`src/rtl/lcd_i2c_byte_sequencer.sv`:
```
// Wishbone master that drains a small byte FIFO into an I2C master peripheral:
// one-time config/address setup, then data write, start pulse and busy polling per byte.
module lcd_i2c_byte_sequencer #(
  parameter logic [6:0]  SLAVE_ADDR = 7'h3C,
  parameter logic [31:0] CFG_WORD   = 32'h0,
  parameter int          FIFO_DEPTH = 4,
  parameter int          POLL_GAP   = 8,
  parameter int          POLL_LIMIT = 1024
) (
  input  logic        clk,
  input  logic        reset,
  input  logic        byte_valid,
  output logic        byte_ready,
  input  logic [7:0]  byte_data,
  output logic        seq_busy,
  output logic        byte_done,
  output logic        err,
  input  logic        err_clr,
  output logic        wbm_cyc_o,
  output logic        wbm_stb_o,
  output logic        wbm_we_o,
  output logic [31:0] wbm_adr_o,
  output logic [3:0]  wbm_sel_o,
  output logic [31:0] wbm_dat_o,
  input  logic [31:0] wbm_dat_i,
  input  logic        wbm_ack_i
);
  localparam int AW = $clog2(FIFO_DEPTH);
  localparam int CW = AW + 1;
  localparam int GW = (POLL_GAP > 1) ? $clog2(POLL_GAP) : 1;
  localparam int PW = $clog2(POLL_LIMIT + 1);

  typedef enum logic [2:0] {
    INIT_CFG, INIT_ADDR, IDLE, WR_DATA, WR_START1, POLL_UP, WR_START0, POLL_DN
  } state_t;

  state_t        state, state_nxt;
  logic [7:0]    mem [FIFO_DEPTH];
  logic [AW-1:0] wr_ptr, rd_ptr;
  logic [CW-1:0] count;
  logic [7:0]    hold_byte;
  logic          ready_en, push, pop, full;
  logic [GW-1:0] gap_cnt, gap_nxt;
  logic [PW-1:0] poll_cnt, poll_nxt;
  logic          timed_out, to_nxt, done_nxt, err_set;
  logic          cyc_nxt, we_nxt;
  logic [31:0]   adr_nxt, dat_nxt;
  logic          ack, idle_bus, req, req_we;
  logic [31:0]   req_adr, req_dat;
  logic          unused_dat;

  assign full       = (count == CW'(FIFO_DEPTH));
  assign byte_ready = ready_en & ~full;
  assign push       = byte_valid & byte_ready;
  assign seq_busy   = (count != '0) || (state != IDLE);
  assign wbm_stb_o  = wbm_cyc_o;
  assign wbm_sel_o  = {4{wbm_cyc_o}};
  assign unused_dat = ^wbm_dat_i[31:1];

  always_ff @(posedge clk) begin
    if (push) mem[wr_ptr] <= byte_data;
  end

  always_ff @(posedge clk or posedge reset) begin
    if (reset) begin
      wr_ptr    <= '0;
      rd_ptr    <= '0;
      count     <= '0;
      hold_byte <= '0;
      ready_en  <= 1'b0;
    end else begin
      ready_en <= 1'b1;
      if (push) wr_ptr <= wr_ptr + AW'(1);
      if (pop) begin
        rd_ptr    <= rd_ptr + AW'(1);
        hold_byte <= mem[rd_ptr];
      end
      case ({push, pop})
        2'b10:   count <= count + CW'(1);
        2'b01:   count <= count - CW'(1);
        default: count <= count;
      endcase
    end
  end

  always_ff @(posedge clk or posedge reset) begin
    if (reset) begin
      state     <= INIT_CFG;
      wbm_cyc_o <= 1'b0;
      wbm_we_o  <= 1'b0;
      wbm_adr_o <= '0;
      wbm_dat_o <= '0;
      gap_cnt   <= '0;
      poll_cnt  <= '0;
      timed_out <= 1'b0;
      byte_done <= 1'b0;
      err       <= 1'b0;
    end else begin
      state     <= state_nxt;
      wbm_cyc_o <= cyc_nxt;
      wbm_we_o  <= we_nxt;
      wbm_adr_o <= adr_nxt;
      wbm_dat_o <= dat_nxt;
      gap_cnt   <= gap_nxt;
      poll_cnt  <= poll_nxt;
      timed_out <= to_nxt;
      byte_done <= done_nxt;
      err       <= (err & ~err_clr) | err_set;
    end
  end

  // Each bus state requests one cycle while the bus is idle and advances on its ack.
  always_comb begin
    state_nxt = state;
    cyc_nxt   = wbm_cyc_o;
    we_nxt    = wbm_we_o;
    adr_nxt   = wbm_adr_o;
    dat_nxt   = wbm_dat_o;
    gap_nxt   = gap_cnt;
    poll_nxt  = poll_cnt;
    to_nxt    = timed_out;
    done_nxt  = 1'b0;
    err_set   = 1'b0;
    pop       = 1'b0;
    req       = 1'b0;
    req_we    = 1'b0;
    req_adr   = 32'h0;
    req_dat   = 32'h0;
    ack       = wbm_cyc_o & wbm_ack_i;
    idle_bus  = ~wbm_cyc_o;

    if (ack) begin
      cyc_nxt = 1'b0;
      we_nxt  = 1'b0;
      adr_nxt = '0;
      dat_nxt = '0;
      gap_nxt = GW'(POLL_GAP - 1);
    end else if (idle_bus && gap_cnt != '0) begin
      gap_nxt = gap_cnt - GW'(1);
    end

    case (state)
      INIT_CFG: begin
        if (ack) state_nxt = INIT_ADDR;
        else begin
          req = idle_bus; req_we = 1'b1; req_adr = 32'h08; req_dat = CFG_WORD;
        end
      end
      INIT_ADDR: begin
        if (ack) state_nxt = IDLE;
        else begin
          req = idle_bus; req_we = 1'b1; req_adr = 32'h0C; req_dat = {25'b0, SLAVE_ADDR};
        end
      end
      IDLE: begin
        if (count != '0) begin
          pop       = 1'b1;
          state_nxt = WR_DATA;
        end
      end
      WR_DATA: begin
        if (ack) state_nxt = WR_START1;
        else begin
          req = idle_bus; req_we = 1'b1; req_adr = 32'h10; req_dat = {24'b0, hold_byte};
        end
      end
      WR_START1: begin
        if (ack) begin
          state_nxt = POLL_UP;
          poll_nxt  = '0;
          to_nxt    = 1'b0;
        end else begin
          req = idle_bus; req_we = 1'b1; req_adr = 32'h14; req_dat = 32'h1;
        end
      end
      POLL_UP: begin
        // A read returning busy wins even when it is the last allowed read.
        if (ack) begin
          if (wbm_dat_i[0]) state_nxt = WR_START0;
          else if (poll_cnt == PW'(POLL_LIMIT - 1)) begin
            err_set   = 1'b1;
            to_nxt    = 1'b1;
            state_nxt = WR_START0;
          end else poll_nxt = poll_cnt + PW'(1);
        end else begin
          req = idle_bus && (gap_cnt == '0); req_adr = 32'h00;
        end
      end
      WR_START0: begin
        if (ack) state_nxt = timed_out ? IDLE : POLL_DN;
        else begin
          req = idle_bus; req_we = 1'b1; req_adr = 32'h14; req_dat = 32'h0;
        end
      end
      POLL_DN: begin
        if (ack) begin
          if (!wbm_dat_i[0]) begin
            done_nxt  = 1'b1;
            state_nxt = IDLE;
          end
        end else begin
          req = idle_bus && (gap_cnt == '0); req_adr = 32'h00;
        end
      end
      default: state_nxt = INIT_CFG;
    endcase

    if (req) begin
      cyc_nxt = 1'b1;
      we_nxt  = req_we;
      adr_nxt = req_adr;
      dat_nxt = req_dat;
    end
  end
endmodule

```
`config.mk`:
```
export PLATFORM = sky130hd
export DESIGN_NAME = lcd_i2c_byte_sequencer
export DESIGN_NICKNAME = d
export VERILOG_FILES = /design/src/rtl/lcd_i2c_byte_sequencer.sv
export SDC_FILE = /design/constraint.sdc
export NUM_CORES = 1
export LEC_CHECK = 0
export BUFFER_PORTS_ARGS = -buffer_cell sky130_fd_sc_hd__buf_2
export CAP_MARGIN = 20
export CORE_MARGIN = 5
export CORE_UTILIZATION = 52
export DETAILED_ROUTE_END_ITERATION = 8
export PLACE_DENSITY = 0.8
export SLEW_MARGIN = 0
export SYNTH_ARGS = -nofsm -noshare
export SYNTH_HDL_FRONTEND = slang
export SYNTH_SLANG_ARGS = --single-unit
```
`constraint.sdc`:
```
create_clock -name clk -period 2.35 [get_ports clk]
set_input_delay 0.1175 -clock clk [delete_from_list [all_inputs] [get_ports clk]]
set_output_delay 0.1175 -clock clk [all_outputs]
set_load 0.02 [all_outputs]
```
# Yosys cells after proc, flatten, opt, wreduce, memory -nomap -nowiden
# Memories as Yosys holds them, arrays and structs flattened. A register that Yosys moved wholly into a read port is not among the register bits.
# Index checks and enable logic that the tools add are counted.
[totals]
output_inout_bits = 75
mem_count = 1
ff_bits = 94
ram_bits = 32
wordCells = 127
inputBits = 45
[op_classes]
n_eq_ne = 25
n_bitwise = 8
n_addsub = 6
muxes = 56
reduce_logical = 17
[mem_list]
columns = ["name", "depth", "width", "rd", "rd_ports_with_merged_regs", "wr", "line", "text"]
rows = [
  ["mem", 4, 8, 1, 1, 1, "38", "logic [7:0] mem [FIFO_DEPTH];"],
]
[ops]
columns = ["op", "count"]
rows = [
  ["two-way mux 32 bit", 3],
  ["two-way mux 11 bit", 4],
  ["two-way mux 3 bit", 14],
  ["inequality test 2 bit, second input constant", 12],
  ["case mux 3 bit (8 select lines)", 1],
  ["case mux 8 bit (3 select lines)", 1],
  ["two-way mux 1 bit", 22],
  ["case mux 11 bit (2 select lines)", 1],
  ["case mux 5 bit (4 select lines)", 1],
  ["== test 3 bit, second input constant", 5],
  ["adder 11 x 1 -> 11 bit, second input constant", 1],
  ["== test 11 x 10 -> 1 bit, second input constant", 1],
  ["two-way mux 5 bit", 2],
  ["AND reduction 10 bit", 1],
  ["AND reduction 5 bit", 2],
  ["two-way mux 4 bit", 2],
  ["two-way mux 8 bit", 1],
  ["nonzero test 2 bit", 4],
  ["== test 3 x 2 -> 1 bit, second input constant", 2],
  ["logical NOT 3 bit", 2],
  ["two-way mux 6 bit", 1],
  ["case mux 3 bit (2 select lines)", 1],
  ["nonzero test 3 bit", 2],
  ["subtractor 3 x 1 -> 3 bit, second input constant", 2],
  ["15 further kinds", 24],
]

# Longest topological paths before layout
# Gate-level depths: netlist of the first run.
[logic_depth]
word_depth = 6
mapped_depth = 10
mapped_depth_nobuf = 10

# Worst setup path after synthesis of the first run
# Ideal clock, no wire load.
[synth_path]
path_type = "reg-to-reg"
from = "register count[0]"
to = "register count[1]"
t_arrival_ns = 2.107
slack_ns = 0.160
setup_time_ns = 0.083
required_ns = 2.267
stages_incl_launch_ff = 9
synth_period_minus_slack_ns = 2.190
n_path_buf = 0
path_cell_list = "dfrtp_1 inv_1 a31oi_1 and2_1 inv_1 ha_1 inv_1 fa_1 o21ai_0"
[synth_via]
elab_chain_cells = 6
elab_cells_between_ends = 13
cone_classes = "2 x add/sub; 3 x eq/ne; 3 x mux; 3 x bitwise; 2 x reduce/logical"
[synth_rtl]
columns = ["element", "line", "text"]
rows = [
  ["start: declaration", "40", "logic [CW-1:0] count;"],
  ["start signal: assignment", "79", "2'b10: count <= count + CW'(1);"],
  ["start signal: assignment", "80", "2'b01: count <= count - CW'(1);"],
  ["start signal: assignment", "81", "default: count <= count;"],
  ["== test 3 bit *", "52", "assign full = (count == CW'(FIFO_DEPTH));"],
  ["NOT 1 bit *", "53", "assign byte_ready = ready_en & ~full;"],
  ["bitwise AND 1 bit *", "53", ""],
  ["via byte_ready", "13", "output logic byte_ready,"],
  ["bitwise AND 1 bit *", "54", "assign push = byte_valid & byte_ready;"],
  ["== test 2 x 1 -> 1 bit or == test 2 bit (tied branches)", "78", "case ({push, pop})"],
  ["case mux 3 bit (2 select lines) or nonzero test 2 bit (tied branches)", "--", ""],
]
# The timed path passes the listed nets; every way through them passes the cells marked *.
# A chain may end at the register's enable or synchronous reset.

# Final worst setup path of the first run
[layout_path]
from = "register state[2]"
to = "register count[2]"
[layout_via]
elab_chain_cells = 4
elab_cells_between_ends = 6
cone_classes = "3 x eq/ne; 2 x mux; 1 x reduce/logical"
[layout_rtl]
columns = ["element", "line", "text"]
rows = [
  ["start: declaration", "37", "state_t state, state_nxt;"],
  ["start signal: assignment", "99", "state <= state_nxt;"],
  ["== test 3 x 2 -> 1 bit *", "142", "case (state)"],
  ["two-way mux 1 bit *", "142", ""],
  ["== test 2 x 1 -> 1 bit or == test 2 bit (tied branches)", "78", ""],
  ["case mux 3 bit (2 select lines) or nonzero test 2 bit (tied branches)", "--", ""],
]
# Mark *: on every way between the ends. The rest lies on a longest branch, timed or not.

==> flow_summary.toml, run 1 <==
[status]
run_status = "completed"

[sta]
holdWs_ns = 0.0999
rsz0062_at_grt = "no"
min_period_over_period = 0.853
fin_crit_ns = 2.00
finalSetupViolCount = 0
setup-tns-final_ns = 0
hold_violations = 0
worst_pin_slew_ns = 0.574
relSlewSlack = 0.617
final_max_slew_viol_count = 0
layout_setup_ws_ns = 0.345
max_freq_mhz = 499
fin_worst_skew_ns = 0.0106

[floorplanning]
rows = 32
ios = 120
dieArea_um2 = 9740
die_y_um = 98.7
fp.coreArea_um2 = 7690
die_x_um = 98.7
start_util = 0.532

[logic_synthesis]
synth_cell_types = 59
yosysSeqAreaShare = 0.535
synth.most_common_cell = "buf_4"
synthTopCellsByArea = "dfrtp_1, edfxtp_1, buf_4"
syn-cell-area_um2 = 4090
syn_avg_cell_area_um2 = 12.3
yosys-top-cells-count = "buf_4, dfrtp_1, edfxtp_1"
async_flop_share = 0.605
synth-main-ff-cell = "dfrtp_1"
ys_ff_latch = 81
synth_edf_count = 32
synth_top_area_frac = 0.300
synth_top_area_cell = "dfrtp_1"
ys_warn_count = 0
syn_inst = 332

[global_routing]
grt_pass1_wl_um = 11900
grt_pass1_vias = 2474
grtUsageMet3 = 0.0234
grt.met2_usage = 0.270
antenna_found_initial = 0
overflow = 0
grtUsageTotal = 0.154
grt_max_degree = 34
globalRouteMet1Util = 0.187
busiest_layer = "met2"

[clock_tree]
cts.sinks = 81
htree_levels = 3
path_clk_slew_ns = 0.08
clock_latency_ns = 0.35
postCtsSetupBuffers = 0
cts-root-buf = "clkbuf_8"
cts_inserted_buffers = 9
cts_buffer_depth = 2
tritoncts = "yes"

[critical_path]
critPathMaxFanout = 2
critPathKind = "reg2reg"
crit_required_ns = 2.63
critPathCaptureType = "flop"
cp_slowest_cell = "dfrtp_1"
cpMostUsedCell = "xor2_1"
cp_data_arrival_time_ns = 2.28
path_cells = "nand2b_1 -> nor3_1 -> ha_1 -> inv_1 -> fa_1 -> xor2_1 -> nor2_1 -> xor2_1"
critPathMaxStageDelay_ns = 0.38
start_kind = "flop"

[finish]
register_area_um2 = 2190
nNetsFinal = 435
final_util = 0.582
num_antenna_cells = 0
area_growth_pct = 9.36
multi_input_area_um2 = 1550
fill_cells = 603
layout-drive-gt1-share = 0.218

[routing]
wl_per_cell_um = 15.0
drt_iter0_markers = 76
via_count = 2541
wl_um = 7330
drtPass1Iterations = 4
ant_nets = 0
via_per_inst = 5.21
drc = 0

[power]
power.leakage_nw = 1.98
max-vdd-ir-drop_mv = 0.727
totalPowerFinal_w = 0.00521
power_density_nw_per_um2 = 1160

[place]
hpwl_um = 5310
dp_slack_ns = 0.341
portBuffers = 35
gp_congestion = 0.839

[min_path]
min-delay-path-class = "in2reg"

[flow_run]
maxCapViolCount = 0
## cells in the final DEF, fill, tap and decap left out, types with 4 or more instances in the layout
| master | count |
|---|---|
| conb_1 | 54 |
| mux4_2 | 8 |
| and3_1 | 7 |
| nor2_1 | 16 |
| nand3_1 | 7 |
| a22o_1 | 4 |
| nand2_1 | 11 |
| ha_1 | 8 |
| a21o_1 | 5 |
| a21oi_1 | 5 |
| inv_1 | 13 |
| a31oi_1 | 4 |
| nor3_1 | 6 |
| o211ai_1 | 5 |
| o21ai_0 | 7 |
| a211oi_1 | 5 |
| buf_4 | 10 |
| dlygate4sd3_1 | 10 |
| buf_2 | 35 |
| dfrtp_1 | 49 |
| nand2b_1 | 6 |
| clkbuf_8 | 9 |
| mux2_2 | 7 |
| a221o_1 | 4 |
| edfxtp_1 | 32 |
## kinds of logic after synthesis
logic type / after synthesis / synth area share
multiplexers: 19 / 0.0741
AND/OR/NAND/NOR: 75 / 0.107
adder cells (fa/ha/maj): 9 / 0.0294
buffers and inverters: 83 / 0.133
XOR/XNOR: 6 / 0.0129
flip-flops: 81 / 0.535
AO/OA/AOI/OAI: 57 / 0.106
other: 2 / 0.00184
## registers in the layout, indices dropped and copies added, names as in the netlist, 2 cells and up
signal and flops:
wbm_adr_o 3, wr_ptr 2, state 3, mem 32, count 3, gap_cnt 3, poll_cnt 11, wbm_dat_o 8
rd_ptr 2, hold_byte 8
## stage by stage
stage,instances,cell area [um2]
2_1_floorplan,384,4280
3_3_place_gp,462,4170
3_5_place_dp,462,4170
4_1_cts,488,4470
5_1_grt,488,4470
6_report,488,4470
## power breakdown
part	leakage, nW	switching [W]	internal [W]
Combinational	0.992	0.00112	0.000877
Clock	0.0973	0.000525	0.000499
Sequential	0.892	0.000320	0.00186
Total	1.98	0.00197	0.00324
## repair_timing
action / in CTS / in global routing
hold buffers: 10 / 0
gates resized for setup: 0 / 0
endpoints found under the hold margin: 49 / 0
## area by class of cell
class,instances,share of cell area
sequential,81,0.489
clock inverter,7,0.0176
multi-input combinational,220,0.347
clock buffer,9,0.0277
tap,102,0.0285
timing repair buffer,55,0.0783
inverter,14,0.0118
## path summary, 6_finish.rpt
path                                 from            to  slack, ns  depth (start not counted)
worst max-delay path             state[2]      count[2]       0.35                          8
worst min-delay path            wbm_ack_i     wbm_cyc_o        0.1                          3
worst max register to register   state[2]      count[2]       0.35                          8
worst min register to register   wbm_we_o      wbm_we_o       0.49                          1
max in group asynchronous           reset      state[0]       1.32                          4
min in group asynchronous           reset  wbm_dat_o[1]       0.27                          3
## layer usage
metal | share of wire | vias to the layer above | routed length [um]
met2 | 0.52 | 79 | 3820
met1 | 0.41 | 1253 | 3010
met3 | 0.049 | 11 | 357
li1 | - | 1198 | -
met4 | 0.019 | 0 | 136
met5 | 0 | - | 0
## critical path, delay by kind of cell, from the launching register on
kind / cells / cell delay (ns)
flip-flops: 1 / 0.38
XOR/XNOR: 2 / 0.30
buffers and inverters: 1 / 0.06
AND/OR/NAND/NOR: 3 / 0.59
adder cells (fa/ha/maj): 2 / 0.62
No activity file was read; power rests on OpenSTA's default activity.
==> run 2, diff against run 1 <==
--- a/config.mk
+++ b/config.mk
@@ -8,9 +8,9 @@
 export BUFFER_PORTS_ARGS = -buffer_cell sky130_fd_sc_hd__buf_2
 export CAP_MARGIN = 20
 export CORE_MARGIN = 5
-export CORE_UTILIZATION = 52
+export CORE_UTILIZATION = 56
 export DETAILED_ROUTE_END_ITERATION = 8
-export PLACE_DENSITY = 0.8
+export PLACE_DENSITY = 0.93
 export SLEW_MARGIN = 0
 export SYNTH_ARGS = -nofsm -noshare
 export SYNTH_HDL_FRONTEND = slang
==> constraint.sdc (replaced) <==
create_clock -name clk -period 2.4 [get_ports clk]
set_input_delay 0.12 -clock clk [delete_from_list [all_inputs] [get_ports clk]]
set_output_delay 0.12 -clock clk [all_outputs]
set_load 0.02 [all_outputs]
==> run 2 against run 1 <==
Clock power up 7%. Maximum frequency fell by 10%. Hold slack improved by 0.022 ns. Non-clock buffer count fell by 3. Critical endpoint unchanged. Largest power group unchanged. Highest routed layer unchanged.
==> flow_summary.toml, run 2 (synthesis results as in run 1) <==
[status]
run_status = "completed"

[sta]
min_period_over_period = 0.929
setup-tns-final_ns = 0
finalSetupViolCount = 0
hold_violations = 0
final_max_slew_viol_count = 0
fin_worst_skew_ns = 0.00878
layout_setup_ws_ns = 0.169
max_freq_mhz = 448
fin_crit_ns = 2.23
rsz0062_at_grt = "no"
relSlewSlack = 0.443
worst_pin_slew_ns = 0.829

[routing]
drtPass1Iterations = 5
drc = 0
via_per_inst = 5.33
wl_per_cell_um = 15.6
wl_um = 7510
ant_nets = 0
drt_iter0_markers = 190
via_count = 2570

[global_routing]
overflow = 0
grtUsageTotal = 0.177
grt_pass1_wl_um = 12200
grt_max_degree = 50
grt_pass1_vias = 2541
antenna_found_initial = 0

[critical_path]
critPathCaptureType = "flop"
cp_data_arrival_time_ns = 2.47
critPathMaxFanout = 6
crit_required_ns = 2.64
critPathKind = "reg2reg"
rr_endpoint = "count[2]"
path_cells = "inv_1 -> a31oi_1 -> and2_1 -> inv_1 -> ha_1 -> inv_1 -> fa_1 -> xor2_1 -> nor2_1 -> xor2_1"
start_kind = "flop"
r2r_start = "count[0]"
r2r_cells = 10
cpMostUsedCell = "inv_1"
critPathMaxStageDelay_ns = 0.46
cp_slowest_cell = "a31oi_1"
r2r_setup_slack_ns = 0.17

[finish]
register_area_um2 = 2190
largest_register = "mem"
multi_input_area_um2 = 1550
num_antenna_cells = 0
fill_cells = 535
area_growth_pct = 9.46
nNetsFinal = 432
largest_reg_flops = 32
layout_commonest_cell = "conb_1"
final_cell_mix = "conb_1, dfrtp_1, buf_2"
layout.cells.non_filler = 482
layout-drive-gt1-share = 0.206
top_regs = "mem x32, poll_cnt x11"

[clock_tree]
cts.sinks = 81
tritoncts = "yes"
postCtsSetupBuffers = 0
clock_latency_ns = 0.35
path_clk_slew_ns = 0.08
cts_resized = 0
htree_levels = 3
cts_buffer_depth = 2
cts-root-buf = "clkbuf_8"
cts_inserted_buffers = 9

[place]
portBuffers = 35
dp_cells = 455
dp_slack_ns = 0.240
gp_congestion = 0.841
hpwl_um = 5210

[floorplanning]
ios = 120
rows = 31
die_y_um = 95.5
fp.coreArea_um2 = 7180
start_util = 0.570
die_x_um = 95.5
dieArea_um2 = 9110

[min_path]
min-delay-path-class = "in2reg"
min_path_cells = 3
min_from = "wbm_ack_i"
hold_end = "byte_done"

[power]
max-vdd-ir-drop_mv = 0.780
power.leakage_nw = 1.98
power_density_nw_per_um2 = 1160

[flow_run]
maxCapViolCount = 0
## run 2: cell count changes in the layout (fill, tap and decap cells not counted), sizes merged
cell / before / now
clkinv: 3 / 1
bufinv: 1 / 2
clkbuf: 9 / 11
inv: 15 / 14
buf: 45 / 42
## run 2: cell type report
cell class | count | area share
well taps | 99 | 0.0277
clock buffers | 11 | 0.0316
flip-flops and latches | 81 | 0.489
inverters | 14 | 0.0117
clock inverters | 5 | 0.0176
repair buffers | 52 | 0.0760
multi-input cells | 220 | 0.347
## run 2: power breakdown
| part | switching (W) | total (W) | internal, W |
|---|---|---|---|
| registers | 0.000341 | 0.00216 | 0.00182 |
| clock network | 0.000481 | 0.00109 | 0.000611 |
| logic | 0.00109 | 0.00193 | 0.000838 |
## run 2: layer usage
layer  share of wire  global-route usage  vias to the layer above
li1                -                   -                     1201
met1            0.40               0.214                     1240
met2            0.50               0.290                      109
met3           0.065              0.0434                       20
met4           0.029              0.0983                        0
met5               0                   0                        -
## run 2: worst max-delay path by stage
stage,slack (ns),end,startpoint
after global routing,0.05,count[1],count[0]
after floorplan,0.21,count[1],count[0]
after detailed placement,0.24,count[2],count[0]
after CTS,0.20,count[2],count[0]
final,0.17,count[2],count[0]
after global placement,0.40,count[2],count[0]
## run 2: critical path, delay by kind of cell (launching register included)
kind / cells / cell delay, ns
AOI/OAI and AO/OA: 1 / 0.46
xor gates and xnor gates: 2 / 0.29
adders and majority gates: 2 / 0.40
buffers and inverters: 3 / 0.23
DFF: 1 / 0.40
and+or+nand+nor: 2 / 0.34
## run 2: stage by stage
step	utilization	cell area [um2]	total power [W]	hold WS (ns)
6_report	0.624	4480	0.00519	0.122
5_1_grt	0.624	4480	0.00552	0.147
4_1_cts	0.620	4450	0.00521	0.0256
3_5_place_dp	0.576	4140	0.00411	0.316
3_3_place_gp	0.576	4140	0.00397	0.311
2_1_floorplan	-	4280	0.00373	0.219
## run 2: timing repair
item                       4_1_cts  5_1_grt
setup endpoints to repair        0        0
hold endpoints to repair        33       49
hold buffers                     9        1
==> run 3, diff against run 2 <==
--- a/config.mk
+++ b/config.mk
@@ -8,9 +8,9 @@
 export BUFFER_PORTS_ARGS = -buffer_cell sky130_fd_sc_hd__buf_2
 export CAP_MARGIN = 20
 export CORE_MARGIN = 5
-export CORE_UTILIZATION = 56
+export CORE_UTILIZATION = 50
 export DETAILED_ROUTE_END_ITERATION = 8
-export PLACE_DENSITY = 0.93
+export PLACE_DENSITY = 0.86
 export SLEW_MARGIN = 0
 export SYNTH_ARGS = -nofsm -noshare
 export SYNTH_HDL_FRONTEND = slang
==> constraint.sdc (replaced) <==
create_clock -name clk -period 2.4 [get_ports clk]
set_input_delay 0.12 -clock clk [delete_from_list [all_inputs] [get_ports clk]]
set_output_delay 0.12 -clock clk [all_outputs]
set_load 0.05 [all_outputs]
==> run 3 against run 2 <==
Combinational power grew 21%. Non-clock buffer count stayed put. Critical path depth is the same. Worst setup slack better by 0.15 ns. Sequential power about the same. Critical path type unchanged. Highest routed layer unchanged.
==> flow_summary.toml, run 3 (synthesis results as in run 1) <==
[status]
run_status = "completed"

[global_routing]
grt_max_degree = 50
grt_pass1_wl_um = 11900
overflow = 0
antenna_found_initial = 0
grt_pass1_vias = 2377
grtUsageTotal = 0.153

[clock_tree]
clock_latency_ns = 0.35
path_clk_slew_ns = 0.09
htree_levels = 3
cts.sinks = 81
cts_buffer_depth = 2
postCtsSetupBuffers = 0
postCtsHoldBufs = 9
tritoncts = "yes"
cts-root-buf = "clkbuf_8"
cts_inserted_buffers = 9
cts_resized = 0

[routing]
drc = 0
top_layer_used = "met4"
met3_wirelength_um = 550
dr_wl_met2_um = 3580
wl_per_cell_um = 14.8
via_count = 2515
wl_met1_um = 2980
ant_nets = 0
drt_iter0_markers = 192
wl_um = 7240
drtPass1Iterations = 4
via_per_inst = 5.15

[sta]
fin_crit_ns = 2.08
worst_pin_slew_ns = 0.720
fin_worst_skew_ns = 0.00930
layout_setup_ws_ns = 0.323
final_max_slew_viol_count = 0
finalSetupViolCount = 0
holdWs_ns = 0.111
min_period_over_period = 0.866
hold_violations = 0
relSlewSlack = 0.516
rsz0062_at_grt = "no"
max_freq_mhz = 481
setup-tns-final_ns = 0

[critical_path]
critPathMaxFanout = 6
cpMostUsedCell = "inv_1"
cp_data_arrival_time_ns = 2.35
cp_slowest_cell = "dfrtp_1"
critPathCaptureType = "flop"
start_kind = "flop"
critPathKind = "reg2reg"
critPathMaxStageDelay_ns = 0.41
crit_required_ns = 2.68
path_cells = "inv_1 -> a31oi_2 -> and2_1 -> inv_1 -> ha_1 -> inv_1 -> fa_1 -> xor2_1 -> nor2_1 -> xor2_1"

[power]
combPwrFrac = 0.434
p_int_w = 0.00305
max-vdd-ir-drop_mv = 0.710
power_density_nw_per_um2 = 1210
power_frac_seq = 0.400
clkPwrFrac = 0.166
p_switching_w = 0.00235
switching_share = 0.436
power.leakage_nw = 1.96

[finish]
fill_cells = 645
largest_reg_flops = 32
nNetsFinal = 432
area_growth_pct = 8.69
layout_commonest_cell = "conb_1"
top_regs = "mem x32, poll_cnt x11"
num_antenna_cells = 0
layout-drive-gt1-share = 0.214
final_cell_mix = "conb_1, dfrtp_1, buf_2"
largest_register = "mem"
layout.cells.non_filler = 488

[floorplanning]
start_util = 0.505
dieArea_um2 = 10100
fp.coreArea_um2 = 8090
ios = 120
die_x_um = 100
die_y_um = 100
rows = 33

[place]
gp_congestion = 0.897
portBuffers = 35
dp_cells = 461
hpwl_um = 5050
dp_slack_ns = 0.341

[min_path]
min-delay-path-class = "in2reg"

[flow_run]
maxCapViolCount = 0
## run 3: cell types whose count changed in the layout (fill, tap and decap cells not counted), sizes merged
cell / before / now
clkinv: 1 / 2
bufinv: 2 / 0
clkbuf: 11 / 9
inv: 14 / 17
## run 3: power by group through the flow
stage	registers, W	logic, W	clock network, W
2_1_floorplan	0.00233	0.00182	0
3_3_place_gp	0.00216	0.00225	0
3_5_place_dp	0.00219	0.00232	0
4_1_cts	0.00216	0.00235	0.000922
5_1_grt	0.00222	0.00255	0.000987
6_report	0.00216	0.00234	0.000895
## run 3: final cells by class
type / instances / area, um2 / share of cell area
repair buffers: 52 / 340 / 0.0766
inverters: 14 / 52.6 / 0.0118
clock buffers: 9 / 124 / 0.0279
clock inverters: 7 / 51.3 / 0.0115
multi-input cells: 220 / 1560 / 0.351
well taps: 105 / 131 / 0.0296
flip-flops and latches: 81 / 2190 / 0.492
## run 3: worst max-delay path: cells and delay by family (launching register included)
kind	cells	cell delay (ns)
AOI/OAI and AO/OA	1	0.15
xor gates and xnor gates	2	0.29
adders and majority gates	2	0.56
buffers and inverters	3	0.26
DFF	1	0.41
and+or+nand+nor	2	0.34
## run 3: worst paths after layout
path	start	to	cells past startpoint	slack, ns
min	wbm_ack_i	wbm_cyc_o	3	0.11
min reg2reg	gap_cnt[0]	gap_cnt[0]	1	0.49
max	count[0]	count[2]	10	0.32
max in group asynchronous	reset	hold_byte[0]	4	1.77
max reg2reg	count[0]	count[2]	10	0.32
min in group asynchronous	reset	poll_cnt[4]	3	0.19
## run 3: per-stage QoR
step                power [W]  utilization  cell area (um2)
floorplan             0.00415            -             4290
global placement      0.00440        0.513             4150
detailed placement    0.00451        0.513             4150
CTS                   0.00543        0.545             4410
global route          0.00576        0.549             4440
finish                0.00539        0.549             4440
## run 3: metal layers
layer / up-vias / global-route usage
met5: - / 0
met4: 0 / 0.0642
met3: 11 / 0.0452
met2: 94 / 0.251
met1: 1221 / 0.189
li1: 1189 / -
